### src/rtl/ctrl_pkg.sv
// Shared encodings for the multi-cycle MIPS main controller: states, opcodes, functs, ALU codes.
// Latency: n/a (types and constants only).
// Backpressure: n/a.
package ctrl_pkg;

    typedef enum logic [3:0] {
        ST_IDLE   = 4'd0,
        ST_FETCH  = 4'd1,
        ST_DECODE = 4'd2,
        ST_MEMADR = 4'd3,
        ST_MEMRD  = 4'd4,
        ST_MEMWB  = 4'd5,
        ST_MEMWR  = 4'd6,
        ST_RTEX   = 4'd7,
        ST_RTWB   = 4'd8,
        ST_ADDIEX = 4'd9,
        ST_ADDIWB = 4'd10,
        ST_BEQ    = 4'd11,
        ST_JMP    = 4'd12,
        ST_HALT   = 4'd13
    } state_t;

    localparam logic [5:0] OP_RTYPE = 6'b000000;
    localparam logic [5:0] OP_LW    = 6'b100011;
    localparam logic [5:0] OP_SW    = 6'b101011;
    localparam logic [5:0] OP_BEQ   = 6'b000100;
    localparam logic [5:0] OP_ADDI  = 6'b001000;
    localparam logic [5:0] OP_J     = 6'b000010;

    localparam logic [5:0] FN_ADD = 6'b100000;
    localparam logic [5:0] FN_SUB = 6'b100010;
    localparam logic [5:0] FN_AND = 6'b100100;
    localparam logic [5:0] FN_OR  = 6'b100101;
    localparam logic [5:0] FN_SLT = 6'b101010;

    localparam logic [2:0] ALU_ADD = 3'b010;
    localparam logic [2:0] ALU_SUB = 3'b110;
    localparam logic [2:0] ALU_AND = 3'b000;
    localparam logic [2:0] ALU_OR  = 3'b001;
    localparam logic [2:0] ALU_SLT = 3'b111;

    // ALUOP_NONE parks alu_ctrl at 000 in states that do not use the ALU.
    typedef enum logic [1:0] {
        ALUOP_ADD   = 2'b00,
        ALUOP_SUB   = 2'b01,
        ALUOP_FUNCT = 2'b10,
        ALUOP_NONE  = 2'b11
    } aluop_t;

    localparam logic [1:0] SRCB_B    = 2'b00;
    localparam logic [1:0] SRCB_FOUR = 2'b01;
    localparam logic [1:0] SRCB_IMM  = 2'b10;
    localparam logic [1:0] SRCB_BOFF = 2'b11;

    localparam logic [1:0] PCSRC_ALU    = 2'b00;
    localparam logic [1:0] PCSRC_ALUOUT = 2'b01;
    localparam logic [1:0] PCSRC_JUMP   = 2'b10;

endpackage

### src/rtl/alu_ctrl_dec.sv
// ALU control decoder: ALUOp + funct -> alu_ctrl, plus funct legality for DECODE.
// Latency: combinational.
// Backpressure: none.
module alu_ctrl_dec
    import ctrl_pkg::*;
(
    input  aluop_t      alu_op,
    input  logic [5:0]  funct,
    output logic [2:0]  alu_ctrl,
    output logic        funct_legal
);

    logic [2:0] funct_code;

    always_comb begin
        funct_code  = ALU_AND;
        funct_legal = 1'b0;
        case (funct)
            FN_ADD: begin funct_code = ALU_ADD; funct_legal = 1'b1; end
            FN_SUB: begin funct_code = ALU_SUB; funct_legal = 1'b1; end
            FN_AND: begin funct_code = ALU_AND; funct_legal = 1'b1; end
            FN_OR:  begin funct_code = ALU_OR;  funct_legal = 1'b1; end
            FN_SLT: begin funct_code = ALU_SLT; funct_legal = 1'b1; end
            default: ;
        endcase
    end

    always_comb begin
        alu_ctrl = ALU_AND;
        case (alu_op)
            ALUOP_ADD:   alu_ctrl = ALU_ADD;
            ALUOP_SUB:   alu_ctrl = ALU_SUB;
            ALUOP_FUNCT: alu_ctrl = funct_code;
            default:     alu_ctrl = ALU_AND;
        endcase
    end

endmodule

### src/rtl/mc_ctrl_unit.sv
// Multi-cycle MIPS main controller: Moore FSM driving datapath selects and write strobes.
// Latency: outputs combinational from state; lw 5, sw/R/addi 4, beq/j 3 enabled cycles.
// Backpressure: en low freezes state and gates all write strobes; selects hold.
module mc_ctrl_unit
    import ctrl_pkg::*;
(
    input  logic        clk,
    input  logic        rst_n,
    input  logic        en,
    input  logic        start,
    input  logic [5:0]  op,
    input  logic [5:0]  funct,
    input  logic        zero,
    output logic        iord,
    output logic        mem_write,
    output logic        ir_write,
    output logic        pc_en,
    output logic [1:0]  pc_src,
    output logic        alu_src_a,
    output logic [1:0]  alu_src_b,
    output logic [2:0]  alu_ctrl,
    output logic        reg_write,
    output logic        mem_to_reg,
    output logic        reg_dst,
    output logic        halted
);

    state_t state_q;
    state_t state_d;
    aluop_t alu_op;
    logic   funct_legal;

    // Ungated strobes; en is applied once at the output.
    logic   pc_write_s;
    logic   branch_s;
    logic   mem_write_s;
    logic   ir_write_s;
    logic   reg_write_s;

    alu_ctrl_dec u_alu_ctrl_dec (
        .alu_op      (alu_op),
        .funct       (funct),
        .alu_ctrl    (alu_ctrl),
        .funct_legal (funct_legal)
    );

    always_ff @(posedge clk or negedge rst_n) begin
        if (!rst_n) begin
            state_q <= ST_IDLE;
        end else if (en) begin
            state_q <= state_d;
        end
    end

    always_comb begin
        state_d     = state_q;
        alu_op      = ALUOP_NONE;
        iord        = 1'b0;
        pc_src      = PCSRC_ALU;
        alu_src_a   = 1'b0;
        alu_src_b   = SRCB_B;
        mem_to_reg  = 1'b0;
        reg_dst     = 1'b0;
        halted      = 1'b0;
        pc_write_s  = 1'b0;
        branch_s    = 1'b0;
        mem_write_s = 1'b0;
        ir_write_s  = 1'b0;
        reg_write_s = 1'b0;

        case (state_q)
            ST_IDLE: begin
                if (start) state_d = ST_FETCH;
            end
            ST_FETCH: begin
                ir_write_s = 1'b1;
                pc_write_s = 1'b1;
                alu_src_b  = SRCB_FOUR;
                alu_op     = ALUOP_ADD;
                state_d    = ST_DECODE;
            end
            ST_DECODE: begin
                // Branch target is precomputed here into ALUOut.
                alu_src_b = SRCB_BOFF;
                alu_op    = ALUOP_ADD;
                case (op)
                    OP_LW, OP_SW: state_d = ST_MEMADR;
                    OP_RTYPE:     state_d = funct_legal ? ST_RTEX : ST_HALT;
                    OP_BEQ:       state_d = ST_BEQ;
                    OP_ADDI:      state_d = ST_ADDIEX;
                    OP_J:         state_d = ST_JMP;
                    default:      state_d = ST_HALT;
                endcase
            end
            ST_MEMADR: begin
                alu_src_a = 1'b1;
                alu_src_b = SRCB_IMM;
                alu_op    = ALUOP_ADD;
                state_d   = (op == OP_SW) ? ST_MEMWR : ST_MEMRD;
            end
            ST_MEMRD: begin
                iord    = 1'b1;
                state_d = ST_MEMWB;
            end
            ST_MEMWB: begin
                reg_write_s = 1'b1;
                mem_to_reg  = 1'b1;
                state_d     = ST_FETCH;
            end
            ST_MEMWR: begin
                iord        = 1'b1;
                mem_write_s = 1'b1;
                state_d     = ST_FETCH;
            end
            ST_RTEX: begin
                alu_src_a = 1'b1;
                alu_op    = ALUOP_FUNCT;
                state_d   = ST_RTWB;
            end
            ST_RTWB: begin
                reg_write_s = 1'b1;
                reg_dst     = 1'b1;
                state_d     = ST_FETCH;
            end
            ST_ADDIEX: begin
                alu_src_a = 1'b1;
                alu_src_b = SRCB_IMM;
                alu_op    = ALUOP_ADD;
                state_d   = ST_ADDIWB;
            end
            ST_ADDIWB: begin
                reg_write_s = 1'b1;
                state_d     = ST_FETCH;
            end
            ST_BEQ: begin
                alu_src_a = 1'b1;
                branch_s  = 1'b1;
                pc_src    = PCSRC_ALUOUT;
                alu_op    = ALUOP_SUB;
                state_d   = ST_FETCH;
            end
            ST_JMP: begin
                pc_write_s = 1'b1;
                pc_src     = PCSRC_JUMP;
                state_d    = ST_FETCH;
            end
            ST_HALT: begin
                halted  = 1'b1;
                state_d = ST_HALT;
            end
            default: begin
                state_d = ST_HALT;
            end
        endcase
    end

    assign mem_write = mem_write_s & en;
    assign ir_write  = ir_write_s  & en;
    assign reg_write = reg_write_s & en;
    assign pc_en     = (pc_write_s | (branch_s & zero)) & en;

endmodule

### config.mk
export PLATFORM = sky130hd
export DESIGN_NAME = mc_ctrl_unit
export DESIGN_NICKNAME = d
export VERILOG_FILES = /design/src/rtl/ctrl_pkg.sv /design/src/rtl/alu_ctrl_dec.sv /design/src/rtl/mc_ctrl_unit.sv
export SDC_FILE = /design/constraint.sdc
export NUM_CORES = 1
export LEC_CHECK = 0
export ABC_AREA = 1
export CAP_MARGIN = 20
export CORE_UTILIZATION = 43
export CTS_BUF_LIST = sky130_fd_sc_hd__clkbuf_4
export CTS_CLUSTER_DIAMETER = 150
export CTS_CLUSTER_SIZE = 28
export DETAILED_ROUTE_END_ITERATION = 7
export GPL_TIMING_DRIVEN = 0
export PLACE_DENSITY = 0.95
export SYNTH_ARGS = -nofsm -noshare
export SYNTH_HDL_FRONTEND = slang
export SYNTH_SLANG_ARGS = --single-unit
### constraint.sdc
create_clock -name clk -period 2.1 [get_ports clk]
set_input_delay 0.42 -clock clk [delete_from_list [all_inputs] [get_ports clk]]
set_output_delay 0.42 -clock clk [all_outputs]
set_load 0.01 [all_outputs]
==> results of run 1 <==
-- final cells by class --
cell class | count | share of cell area [%]
Timing Repair Buffer | 37 | 34.7
Inverter | 23 | 7.91
Clock buffer | 3 | 2.06
Sequential cell | 4 | 9.52
Tap cell | 15 | 1.72
Multi-Input combinational cell | 86 | 44.0
-- power groups by stage --
stage	registers, µW	logic (µW)	clock network, µW
after CTS	186	819	98.2
after global routing	198	927	104
after floorplan	173	450	0
after global placement	183	750	0
final	191	864	100
after detailed placement	184	769	0
-- metal layers --
metal,track usage (%),up-vias,part of all wire [%]
met2,61.9,82,49
met3,5.68,23,8.9
met4,23.3,0,6.5
li1,-,440,-
met1,34.4,424,36
met5,0,-,0
-- worst register-to-register path, cell delays in order (launching register included) --
cell and delay [ns]:
dfrtp_2 0.46, nand2_1 0.14, inv_2 0.08, nand2_1 0.19, inv_2 0.07, nor3_1 0.28, a21oi_1 0.13
-- logic make-up (layout without fill, tap and decap cells) --
kind of cell    after synthesis  in the layout
flops                         4              4
compound gates               17             17
buf+inv                      23             63
simple gates                 69             69
-- cells in the final DEF (no fill, tap or decap), types with 3 or more instances in the layout --
| cell | Yosys | final |
|---|---|---|
| nand2_1 | 29 | 25 |
| nand2_2 | 1 | 5 |
| clkdlybuf4s50_1 | 0 | 16 |
| nor2_2 | 5 | 6 |
| nor2_1 | 20 | 17 |
| o21ai_2 | 3 | 3 |
| dlymetal6s2s_1 | 0 | 11 |
| dfrtp_2 | 0 | 3 |
| inv_2 | 6 | 10 |
| buf_4 | 0 | 5 |
| nor2_4 | 2 | 4 |
| inv_1 | 17 | 13 |
| clkbuf_4 | 0 | 3 |
| nand3_1 | 4 | 3 |
| a21oi_1 | 6 | 6 |
-- path summary, 6_finish.rpt --
check,slack [ns],end
setup reg to reg,0.62,state_q[0]$_DFFE_PN0P_
max in group asynchronous,1.51,state_q[0]$_DFFE_PN0P_
hold reg to reg,0.62,state_q[1]$_DFFE_PN0P_
min in group clk,0.62,state_q[1]$_DFFE_PN0P_
hold / removal,0.39,state_q[3]$_DFFE_PN0P_
setup / recovery,-0.09,alu_ctrl[0]
-- through the flow --
stage | hold slack, ns | std cells | setup slack (ns) | power (µW) | TNS, ns
floorplan | 0.124 | 113 | 0.529 | 623 | 0
global placement | 0.617 | 160 | -0.363 | 933 | -1.02
detailed placement | 0.612 | 160 | -0.409 | 954 | -1.19
CTS | 0.394 | 168 | 0.00101 | 1100 | 0
global route | 0.409 | 168 | -0.130 | 1230 | -0.301
finish | 0.388 | 168 | -0.0858 | 1160 | -0.121
-- repair_timing --
action,CTS,global route
gates resized for setup,18,24
hold endpoints to repair,0,0
pin swaps,3,5
setup endpoints to repair,9,11
buffers inserted,5,0
==> results.md, run 1 <==
- Slew Limit Fails: 0
- Critical Path Start Type: primary input
- CP max stage cell: clkdlybuf4s50_1
- RSZ-0062 raised after global routing: true
- Critical path type: primary input to output pin
- First-pass GRT wire length: 3610 µm
- Outcome: finished with violations
- Max reg flops: 4
- Placeable Area: 1320 µm²
- Via count of the routed design: 969
- Leak Pwr: 0.000659 µW
- Area contributors post-synth: nand2_1 (18%), dfrtp_1 (16%), nor2_1 (12%), inv_1 (10%), nor2_2 (5.1%)
- Initial DRT Pass Iterations: 6
- Multi-input logic area: 480 µm²
- Synth Area in Compound Gates: 18.7%
- Share of layout cells above drive strength 1: 30.7%
- Main combinational cell family by area after synthesis: simple AND/OR/NAND/NOR gates
- Biggest regs: state_q: 4 flops
- Num ports: 33
- Drt initial violations: 40
- Buf+Inv Stages, Crit Path: 4
- Vias per inst: 5.77
- Final worst-path cycle share: 104%
- Net Switching: 598 µW
- DR WL/cell: 15.8 µm
- Post-CTS Hold Fix Bufs: 0
- Area fraction of the dominant cell type after synthesis: 17.7%
- Finished layout cell area: 1090 µm²
- P_int: 558 µW
- Setup-failing EPs final: 2
- Crit. path cell count: 8
- Filler Cells Inserted: 82
- Worst hold path type: primary input to asynchronous set/reset pin
- Synthesized flop and latch total: 4
- Post-synth top cells: nand2_1 (29), nor2_1 (20), inv_1 (17)
- Simple-gate share of the synthesized area: 51.0%
- PD cells: 1060 nW/µm²
- Multiplexer area fraction after synthesis: 0%
- Mean Syn Cell Area: 5.45 µm²
- Post-Synth Adder-Cell Area: 0%
- Synth Flop Type: dfrtp_1
- Vias in the first global route: 884
- Period minus WS final: 2.19 ns
- CP Data Arrival Time: 1.77 ns
- Clk sink count: 4
- Mapped Area: 616 µm²
- Post-Route WL: 2650 µm
- Critical path endpoint category: output pin
- Synth area leader: nand2_1
- Worst endpoint required time: 1.68 ns
- Fmax achieved: 0.457 GHz
- Largest net degree at the start of global routing: 8
- Number of flops mapped to enable cells by yosys: 0
- Initial Utilization: 46.7%
- Max cap viols: 0
- Detailed Place HPWL: 1500 µm
- CP Max Fanout: 3
- Post-Synth XOR/XNOR Area: 0%
- VDD IR max: 0.497 mV
- Largest delay share family, worst path: buffers and inverters
- Cell Area, Placed: 955 µm²
- Routed Antenna Nets: 0
- Ys Warns: 0
- Initial antenna violation count: 0
- Number of buffers created by CTS: 3
- Worst-Margin Slew: 0.352 ns
- CTS tree: yes
- Slew headroom: 76.4%
- CTS Buffer Depth: 2
- Post-synth net total: 130
- Clock power share: 8.7%
- Number of H-tree levels: 1
- Post-layout util: 82.8%
- Async S/R FF share, synth: 100%
- Reg power frac: 16.6%
- Most frequent CP cell: nor2_1
- Critical path startpoint: funct[2]
- CP max stage delay: 0.49 ns
- Final nets: 172
- RePlAce Congestion: 0.810
- Register area: 104 µm²
- Final worst slack: -0.0858 ns
- Final Hold Fails: 0
- Layout Skew: 0.00820 ns
- Mapped Cells: 113
- Global route overflow: 0
- Clk slew on worst S/H paths: 0.04 ns
- Total track usage: 34.0%
- Row cnt: 13
- Layout area overhead: 77.2%
- Worst-Skew Late Latency: 0.24 ns
- Comb pwr share: 74.8%
- Die height: 39.8 µm
- Most flops, register: state_q
- Die X: 39.8 µm
- Violated checks: setup timing
- Worst-path cell chain: clkdlybuf4s50_1 > inv_1 > nor2_1 > nand3_2 > inv_2 > a21oi_1 > nor2_1 > buf_2
- Post-synthesis sequential area ratio: 16.3%
- Drt drc: 0
- Sw frac: 51.7%
- FF-to-FF path depth: 6
- Most frequent cell after synthesis: nand2_1
- R2R Path Start: state_q[1]$_DFFE_PN0P_
- Clk root buf: clkbuf_4
- Port buffer count: 32
- Synth unique cells: 20
- # diodes: 0
- Die Footprint: 1590 µm²
Note: power is estimated with default switching activity, not from simulation.
==> inputs of run 2 (changes only) <==
Settings changed: TNS_END_PERCENT set to 30.
==> run 2 against run 1 <==
Against the previous run: the run still ends with setup timing left; total power up 1.2%; via count shrank 0.93%; count of clock-buffer cells in the layout did not move; critical path depth down 3.
==> results.md, run 2 (synthesis results as in run 1) <==
- Outcome: finished with violations
- Violated checks: setup timing
- Setup-failing EPs final: 4
- Die X: 39.8 µm
- Final worst slack: -0.114 ns
- Row cnt: 13
- Critical Path Start Type: flop
- Leak Pwr: 0.000629 µW
- Clk root buf: clkbuf_4
- Via count of the routed design: 960
- Worst-Margin Slew: 0.326 ns
- Most flops, register: state_q
- DR WL/cell: 14.4 µm
- First-pass GRT wire length: 3330 µm
- CP max stage delay: 0.54 ns
- Buf+Inv Stages, Crit Path: 2
- PD cells: 1070 nW/µm²
- Initial antenna violation count: 0
- Post-Route WL: 2420 µm
- Worst-path cell chain: inv_1 > nor2_4 > nand2_1 > nand3_1 > clkdlybuf4s50_1
- Largest delay share family, worst path: buffers and inverters
- Num ports: 33
- Worst hold path type: primary input to asynchronous set/reset pin
- Most frequent cells in the layout: nand2_1 (27), clkdlybuf4s50_1 (19), nor2_1 (16), inv_1 (14)
- Share of layout cells above drive strength 1: 30.7%
- Vias per inst: 5.71
- Total track usage: 30.5%
- Critical path endpoint category: output pin
- Die height: 39.8 µm
- Layout area overhead: 78.3%
- Global route overflow: 0
- CP Max Fanout: 4
- Biggest regs: state_q: 4 flops
- Filler Cells Inserted: 81
- Placed Cells: 160
- Critical path type: flop to output pin
- # diodes: 0
- Most common cell after layout, fill and taps aside: nand2_1
- CTS tree: yes
- Register area: 104 µm²
- VDD IR max: 0.533 mV
- Largest net degree at the start of global routing: 8
- Slew headroom: 78.0%
- Total chip power: 1170 µW
- Worst-Skew Late Latency: 0.25 ns
- Port buffer count: 32
- Final non-filler cell total: 168
- Final worst-path cycle share: 105%
- Drt initial violations: 80
- Post-layout util: 83.3%
- Detailed Place HPWL: 1500 µm
- Max reg flops: 4
- CP Data Arrival Time: 1.79 ns
- Initial Utilization: 46.7%
- Drt drc: 0
- Die Footprint: 1590 µm²
- Number of buffers created by CTS: 3
- Placeable Area: 1320 µm²
- Clk slew on worst S/H paths: 0.05 ns
- FF-to-FF path depth: 7
- Routed Antenna Nets: 0
- Number of H-tree levels: 1
- Crit. path cell count: 5
- Clk sink count: 4
- Worst endpoint required time: 1.68 ns
- Final nets: 172
- Initial DRT Pass Iterations: 6
- Final Hold Fails: 0
- CP max stage cell: clkdlybuf4s50_1
- Multi-input logic area: 492 µm²
- Vias in the first global route: 835
- Fmax achieved: 0.452 GHz
- Slew Limit Fails: 0
- Layout Skew: 0.00882 ns
- Max cap viols: 0
- RePlAce Congestion: 0.810
- CTS Buffer Depth: 2
- Pre-CTS WS: -0.409 ns
- Period minus WS final: 2.21 ns
- RSZ-0062 raised after global routing: true
-- run 2: layout make-up --
type / instances / share of cell area, %
Clock buffer: 3 / 2.05
Inverter: 23 / 7.87
Multi-Input combinational cell: 86 / 44.8
Sequential cell: 4 / 9.46
Tap cell: 15 / 1.71
Timing Repair Buffer: 37 / 34.1
-- run 2: repair_timing --
action	in CTS	in global routing
hold buffers	0	0
setup endpoints to repair	9	14
gates resized for setup	14	28
buffers inserted	3	2
pin swaps	3	4
-- run 2: where the power goes --
| group | leakage (µW) | total (µW) | internal [µW] | switching [µW] |
|---|---|---|---|---|
| Clock | 0.0000138 | 105 | 64.6 | 40.4 |
| Combinational | 0.000571 | 860 | 380 | 480 |
| Sequential | 0.0000438 | 205 | 119 | 86.3 |
-- run 2: metrics by stage --
stage               area (µm²)  TNS (ns)  hold WS, ns
floorplan                  616         0        0.124
global placement           955     -1.02        0.617
detailed placement         955     -1.19        0.612
CTS                       1000    -0.241        0.394
global route              1100    -0.406        0.418
finish                    1100    -0.233        0.396
-- run 2: final timing paths --
| check | end | slack (ns) | start |
|---|---|---|---|
| max | alu_src_b[1] | -0.11 | state_q[3]$_DFFE_PN0P_ |
| min in group clk | state_q[1]$_DFFE_PN0P_ | 0.64 | state_q[1]$_DFFE_PN0P_ |
| min | state_q[3]$_DFFE_PN0P_ | 0.40 | rst_n |
| max reg2reg | state_q[0]$_DFFE_PN0P_ | 0.60 | state_q[3]$_DFFE_PN0P_ |
| max in group asynchronous | state_q[0]$_DFFE_PN0P_ | 1.48 | rst_n |
| min reg2reg | state_q[1]$_DFFE_PN0P_ | 0.64 | state_q[1]$_DFFE_PN0P_ |
-- run 2: per-layer routing --
| layer | share of wire, % | track usage, % | vias to the layer above | wire length (µm) |
|---|---|---|---|---|
| met5 | 0 | 0 | - | 0 |
| met4 | 5.2 | 15.5 | 0 | 125 |
| met3 | 9.7 | 6.25 | 22 | 234 |
| met2 | 49 | 56.1 | 86 | 1190 |
| met1 | 36 | 31.8 | 412 | 873 |
| li1 | - | - | 440 | - |
